[src/rtl/uc_pkg.sv]
// Shared microcontroller sequencer definitions: opcode map, unit indices and
// the sequencer state encoding.
package uc_pkg;

    localparam logic [3:0] OP_NOP    = 4'h0;
    localparam logic [3:0] OP_MEM_LO = 4'h1;
    localparam logic [3:0] OP_MEM_HI = 4'h3;
    localparam logic [3:0] OP_BR_LO  = 4'h4;
    localparam logic [3:0] OP_BR_HI  = 4'h7;
    localparam logic [3:0] OP_ALU_LO = 4'h8;
    localparam logic [3:0] OP_ALU_HI = 4'hE;
    localparam logic [3:0] OP_HALT   = 4'hF;

    localparam int unsigned NUM_UNITS = 3;
    localparam logic [1:0] UNIT_ALU = 2'd0;
    localparam logic [1:0] UNIT_MEM = 2'd1;
    localparam logic [1:0] UNIT_BR  = 2'd2;

    typedef enum logic [2:0] {
        S_IDLE,
        S_FETCH,
        S_DECODE,
        S_DISPATCH,
        S_WAIT,
        S_HALTED,
        S_FAULT
    } seq_state_t;

    // Only meaningful for opcodes other than NOP/HALT.
    function automatic logic [1:0] unit_of(input logic [3:0] op);
        if (op >= OP_MEM_LO && op <= OP_MEM_HI)
            return UNIT_MEM;
        else if (op >= OP_BR_LO && op <= OP_BR_HI)
            return UNIT_BR;
        else if (op >= OP_ALU_LO && op <= OP_ALU_HI)
            return UNIT_ALU;
        else
            return UNIT_ALU;
    endfunction

    function automatic logic [NUM_UNITS-1:0] unit_mask(input logic [1:0] u);
        return NUM_UNITS'(1) << u;
    endfunction

endpackage

[src/rtl/instr_sequencer_if.sv]
// Program-memory fetch port and execution-unit handshake of the sequencer.
interface instr_sequencer_if;
    import uc_pkg::*;

    logic [15:0]          mem_data;
    logic                 mem_valid;
    logic                 mem_rd;
    logic [15:0]          ir;
    logic [NUM_UNITS-1:0] unit_start;
    logic [NUM_UNITS-1:0] unit_done;

    modport master (
        input  mem_data, mem_valid, unit_done,
        output mem_rd, ir, unit_start
    );

    modport slave (
        output mem_data, mem_valid, unit_done,
        input  mem_rd, ir, unit_start
    );

endinterface

[src/rtl/seq_watchdog.sv]
// Dispatch watchdog: counts WAIT cycles and flags the cycle in which the
// TIMEOUT-th WAIT cycle completes without a done.
module seq_watchdog #(
    parameter int unsigned TIMEOUT = 31
) (
    input  logic clk,
    input  logic rst,
    input  logic clear,
    input  logic enable,
    output logic expired
);

    localparam logic [7:0] LAST = 8'(TIMEOUT - 1);

    logic [7:0] count;

    always_ff @(posedge clk or posedge rst) begin
        if (rst)
            count <= '0;
        else if (clear)
            count <= '0;
        else if (enable && count != '1)
            count <= count + 8'd1;
    end

    // count holds completed WAIT cycles; the edge ending this cycle reaches TIMEOUT.
    assign expired = enable && (count == LAST);

endmodule

[src/rtl/instr_sequencer.sv]
// Instruction sequencer: fetch, decode, dispatch to one execution unit and
// wait for its done under watchdog supervision; halt and fault are terminal.
module instr_sequencer
    import uc_pkg::*;
#(
    parameter int unsigned TIMEOUT = 31
) (
    input  logic               clk,
    input  logic               rst,
    input  logic               run,
    instr_sequencer_if.master  bus,
    output logic               pc_inc,
    output logic               halted,
    output logic               fault,
    output logic               busy
);

    seq_state_t           state_q, state_d;
    logic [1:0]           unit_q, unit_d;
    logic [15:0]          ir_q;
    logic                 mem_rd_q;
    logic                 expired;
    logic [NUM_UNITS-1:0] mask;
    logic [NUM_UNITS-1:0] unit_start;
    logic                 done_ok;
    logic                 done_bad;
    logic [3:0]           opcode;

    assign opcode   = ir_q[15:12];
    assign mask     = unit_mask(unit_q);
    assign done_ok  = |(bus.unit_done & mask);
    assign done_bad = |(bus.unit_done & ~mask);

    seq_watchdog #(.TIMEOUT(TIMEOUT)) u_watchdog (
        .clk     (clk),
        .rst     (rst),
        .clear   (state_q == S_DISPATCH),
        .enable  (state_q == S_WAIT),
        .expired (expired)
    );

    always_ff @(posedge clk or posedge rst) begin
        if (rst) begin
            state_q  <= S_IDLE;
            unit_q   <= UNIT_ALU;
            ir_q     <= '0;
            mem_rd_q <= 1'b0;
        end else begin
            state_q  <= state_d;
            unit_q   <= unit_d;
            if (state_q == S_FETCH && run && bus.mem_valid)
                ir_q <= bus.mem_data;
            // Registered so that run has no combinational path to mem_rd.
            mem_rd_q <= (state_d == S_FETCH) && run;
        end
    end

    always_comb begin
        state_d    = state_q;
        unit_d     = unit_q;
        pc_inc     = 1'b0;
        unit_start = '0;
        busy       = 1'b0;
        halted     = 1'b0;
        fault      = 1'b0;
        case (state_q)
            S_IDLE:  state_d = S_FETCH;
            S_FETCH: begin
                if (run && bus.mem_valid)
                    state_d = S_DECODE;
            end
            S_DECODE: begin
                if (opcode == OP_NOP) begin
                    pc_inc  = 1'b1;
                    state_d = S_FETCH;
                end else if (opcode == OP_HALT) begin
                    state_d = S_HALTED;
                end else begin
                    unit_d  = unit_of(opcode);
                    state_d = S_DISPATCH;
                end
            end
            S_DISPATCH: begin
                unit_start = mask;
                busy       = 1'b1;
                state_d    = S_WAIT;
            end
            S_WAIT: begin
                busy = 1'b1;
                // A stray done faults even alongside the correct one; the
                // correct done beats a simultaneous watchdog expiry.
                if (done_bad)
                    state_d = S_FAULT;
                else if (done_ok)
                    state_d = S_FETCH;
                else if (expired)
                    state_d = S_FAULT;
            end
            S_HALTED: halted = 1'b1;
            S_FAULT:  fault  = 1'b1;
            default:  state_d = S_IDLE;
        endcase
    end

    assign bus.ir         = ir_q;
    assign bus.mem_rd     = mem_rd_q;
    assign bus.unit_start = unit_start;

endmodule

[src/flat_wrapper.sv]
// flat-port wrapper written by rule: the top's interface ports become plain ports
module instr_sequencer_flat import uc_pkg::*;
#(
    parameter int unsigned TIMEOUT = 31
)
  (clk, rst, run, pc_inc, halted, fault, busy, bus_mem_data, bus_mem_valid, bus_unit_done, bus_mem_rd, bus_ir, bus_unit_start);
  instr_sequencer_if bus_i ();
  input  logic clk;
  input  logic rst;
  input  logic run;
  output logic pc_inc;
  output logic halted;
  output logic fault;
  output logic busy;
  input wire logic [$bits(bus_i.mem_data)-1:0] bus_mem_data;
  input wire logic [$bits(bus_i.mem_valid)-1:0] bus_mem_valid;
  input wire logic [$bits(bus_i.unit_done)-1:0] bus_unit_done;
  output wire logic [$bits(bus_i.mem_rd)-1:0] bus_mem_rd;
  output wire logic [$bits(bus_i.ir)-1:0] bus_ir;
  output wire logic [$bits(bus_i.unit_start)-1:0] bus_unit_start;
  assign bus_i.mem_data = bus_mem_data;
  assign bus_i.mem_valid = bus_mem_valid;
  assign bus_i.unit_done = bus_unit_done;
  assign bus_mem_rd = bus_i.mem_rd;
  assign bus_ir = bus_i.ir;
  assign bus_unit_start = bus_i.unit_start;
  instr_sequencer #(.TIMEOUT(TIMEOUT)) u_core (.clk(clk), .rst(rst), .run(run), .bus(bus_i), .pc_inc(pc_inc), .halted(halted), .fault(fault), .busy(busy));
endmodule
[config.mk]
export PLATFORM = sky130hd
export DESIGN_NAME = instr_sequencer_flat
export DESIGN_NICKNAME = d
export VERILOG_FILES = /design/src/rtl/uc_pkg.sv /design/src/rtl/instr_sequencer_if.sv /design/src/rtl/seq_watchdog.sv /design/src/rtl/instr_sequencer.sv /design/src/flat_wrapper.sv
export SDC_FILE = /design/constraint.sdc
export NUM_CORES = 1
export LEC_CHECK = 0
export BUFFER_PORTS_ARGS = -buffer_cell sky130_fd_sc_hd__buf_4
export CORE_UTILIZATION = 55
export CTS_BUF_LIST = sky130_fd_sc_hd__clkbuf_8
export DETAILED_ROUTE_END_ITERATION = 10
export PLACE_DENSITY_LB_ADDON = 0.1
export SETUP_SLACK_MARGIN = 0.4
export SYNTH_ARGS = -nofsm -noshare
export SYNTH_HDL_FRONTEND = slang
export SYNTH_SLANG_ARGS = --single-unit
[constraint.sdc]
create_clock -name clk -period 3.85 [get_ports clk]
set_input_delay 0.5775 -clock clk [delete_from_list [all_inputs] [get_ports clk]]
set_output_delay 0.5775 -clock clk [all_outputs]
set_load 0.1 [all_outputs]
==> impl_results.md <==
- Status: finished, final reports clean
- Slowest CP cell: dfrtp_1
- Number of synthesized flops with an enable pin: 0
- Hpwl dp: 2310 um
- Post-CTS Hold Buffers: 0
- CP Capture Type: output pin
- Skew-Pair Late Insertion Delay: 0.29 ns
- Worst setup startpoint: u_core.state_q[1]
- Die extent in x: approximately 55 um
- Starting density of the core: 0.575
- Setup violators final: 0
- Layout cell share with drive strength beyond 1: 0.411
- Die footprint: 3080 um2
- Worst-path fanout max: 17
- ANT nets after route: 0
- Synth async-reset ratio: 1.00
- Total negative setup slack: 0 ns
- DRC Markers: 0
- CTS Buf Count: 5
- CTS max path bufs: 2
- Nets: 216
- Required @ worst endpoint: 3.27 ns
- Post-Syn Area: 1570 um2
- Port bufs: 46
- RSZ-0062 raised after global routing: false
- Mean Syn Cell Area: 10.9 um2
- Drt total wl: 3240 um
- Vias: 1,280
- HP Class: flip-flop to flip-flop
- CTS tree: done
- Post_cts resized: 0
- Buf/Inv on CP: 1
- Cell count of the worst reg-to-reg path: 3
- Largest cells by area after synthesis: dfrtp_1 (48%), mux2_2 (11%), o21ai_0 (3.5%)
- Skew final: 0.00547 ns
- Post-synthesis sequential area ratio: 0.478
- Crit path cell chain: nand2_1 > nor3b_2 > buf_4
- Global-route wire length before repair: 5690 um
- Netlist cell types: 42
- Tmin final: 2.41 ns
- Achievable Freq: about 410 MHz
- GRT overflow: 0
- Die Span Y: 55.5 um
- Initial antenna violation count: 0
- Area grow syn2layout: 28.7%
- Max incr delay on CP: around 0.65 ns
- # clock sinks: 30
- Largest net degree at the start of global routing: 31
- Rel. slew slack: 0.258
- Kind of critical path: flip-flop to output pin
- Min-delay src: u_core.bus.ir[4]
- Startpoint Class: flip-flop
- Worst slew pin tran: 1.11 ns
- Rows: 19
- Final worst path period share: 0.627
- Ant. Diodes: 0
- Ys flop type: dfrtp_1
- Max_cap viols: 0
- Synth Register Bits: 30
- Worst r2r src: u_core.state_q[0]
- Synth top area share: 0.478
- Avg Vias per Cell: 5.74
- Net count after synthesis: 169
- Initial DRC count: 87
- Placeable Area: 2730 um2
- Post-synth top area cell: dfrtp_1
- FF-to-FF End: u_core.bus.ir[12]
- Synth Instances: 144
- H-tree depth: 2
- Syn. warnings: 0
- Tot GR Track Use: 0.244
- Flop2flop setup slack: 1.90 ns
- Fin. Hold Viols: 0
- Root Buffer: clkbuf_8
- Vias in the first global route: ~1,300
- CTS clk-pin slew, worst paths: 0.07 ns
- Io pins: 47
- Hold path depth: 1
- Wirelength per Cell: approximately 15 um
- # Post-CTS Setup Buffers: 0
- Hold Path Sink: u_core.bus.ir[4]
- Crit path DAT: between 1.5 and 2 ns
- Routability congestion estimate: 0.817
- First-pass DRT Iterations: 4
- Slew Limit Fails: 0
- Critical path's top delay family: flip-flops
## routing by layer
metal,up-vias,global-route usage,wire [um]
li1,614,-,-
met1,620,0.304,1420
met2,39,0.380,1560
met3,7,0.0679,184
met4,0,0.139,68
met5,-,0,0
## how the worst max path moves through the flow
stage / end / slack (ns) / cells past startpoint
after floorplan: busy / 0.46 / 3
after global placement: bus_unit_start[1] / 1.83 / 3
after detailed placement: bus_unit_start[1] / 1.74 / 3
after CTS: bus_unit_start[1] / 1.44 / 3
after global routing: bus_unit_start[1] / 1.28 / 3
final: bus_unit_start[1] / 1.44 / 3
## cell usage in the layout, fill, tap and decap left out, drive strengths merged, types with 2 or more instances in the layout
master,Yosys,layout
buf,5,46
dfrtp,30,30
mux2,16,16
o21ai,11,11
nor2,11,11
nand2,10,10
nand4,6,6
clkbuf,1,6
nand3,5,5
nor3,5,5
nor3b,5,5
and2,4,4
inv,3,3
nand2b,3,3
o21a,2,2
xor2,2,2
xnor2,2,2
nand3b,2,2
o31ai,2,2
a31oi,2,2
ha,2,2
## kinds of logic (layout without fill, tap and decap cells)
logic type | after synthesis | in the layout | share of synthesized area
AOI/OAI and AO/OA | 23 | 23 | 0.0963
xor gates and xnor gates | 4 | 4 | 0.0223
adders and majority gates | 2 | 2 | 0.0159
buffers and inverters | 9 | 57 | 0.0350
DFF | 30 | 30 | 0.478
muxes | 17 | 17 | 0.121
and+or+nand+nor | 59 | 59 | 0.232
## synthesized netlist by cell type (2+ instances only)
| cell type | n |
|---|---|
| dfrtp_1 | 30 |
| mux2_2 | 15 |
| nor2_1 | 11 |
| o21ai_0 | 11 |
| nand2_1 | 10 |
| nand4_1 | 6 |
| nand3_1 | 5 |
| and2_1 | 4 |
| nor3_1 | 4 |
| nor3b_1 | 4 |
| inv_1 | 3 |
| a31oi_1 | 2 |
| buf_2 | 2 |
| buf_6 | 2 |
| ha_1 | 2 |
| nand2b_1 | 2 |
| nand3b_1 | 2 |
| o21a_1 | 2 |
| o31ai_1 | 2 |
| xnor2_1 | 2 |
| xor2_1 | 2 |
## area by class of cell
| type | count | area (um2) |
|---|---|---|
| Inverter | 3 | 11.3 |
| Clock inverter | 2 | 12.5 |
| Clock buffer | 6 | 82.6 |
| Multi-Input combinational cell | 105 | 781 |
| Tap cell | 31 | 38.8 |
| Sequential cell | 30 | 751 |
| Fill cell | 211 | 712 |
| Timing Repair Buffer | 46 | 345 |
## through the flow
step / hold slack (ns) / util / cell area (um2) / instances / worst slack (ns)
after global routing: 0.513 / 0.740 / 2020 / 223 / 1.28
after detailed placement: 0.493 / 0.705 / 1930 / 215 / 1.74
final: 0.500 / 0.740 / 2020 / 223 / 1.44
after CTS: 0.506 / 0.740 / 2020 / 223 / 1.44
after floorplan: 0.482 / - / 1590 / 144 / 0.459
after global placement: 0.469 / 0.705 / 1930 / 215 / 1.83
## state kept, by name, indices dropped and copies added (netlist names)
| signal | cells |
|---|---|
| u_core.bus.ir | 16 |
| u_core.u_watchdog.count | 8 |
| u_core.state_q | 3 |
| u_core.unit_q | 2 |
| u_core.bus.mem_rd | 1 |
Power is left out: the tool's default activity adds up to more than one toggle a clock period on the data nets, which glitch-free logic cannot reach.
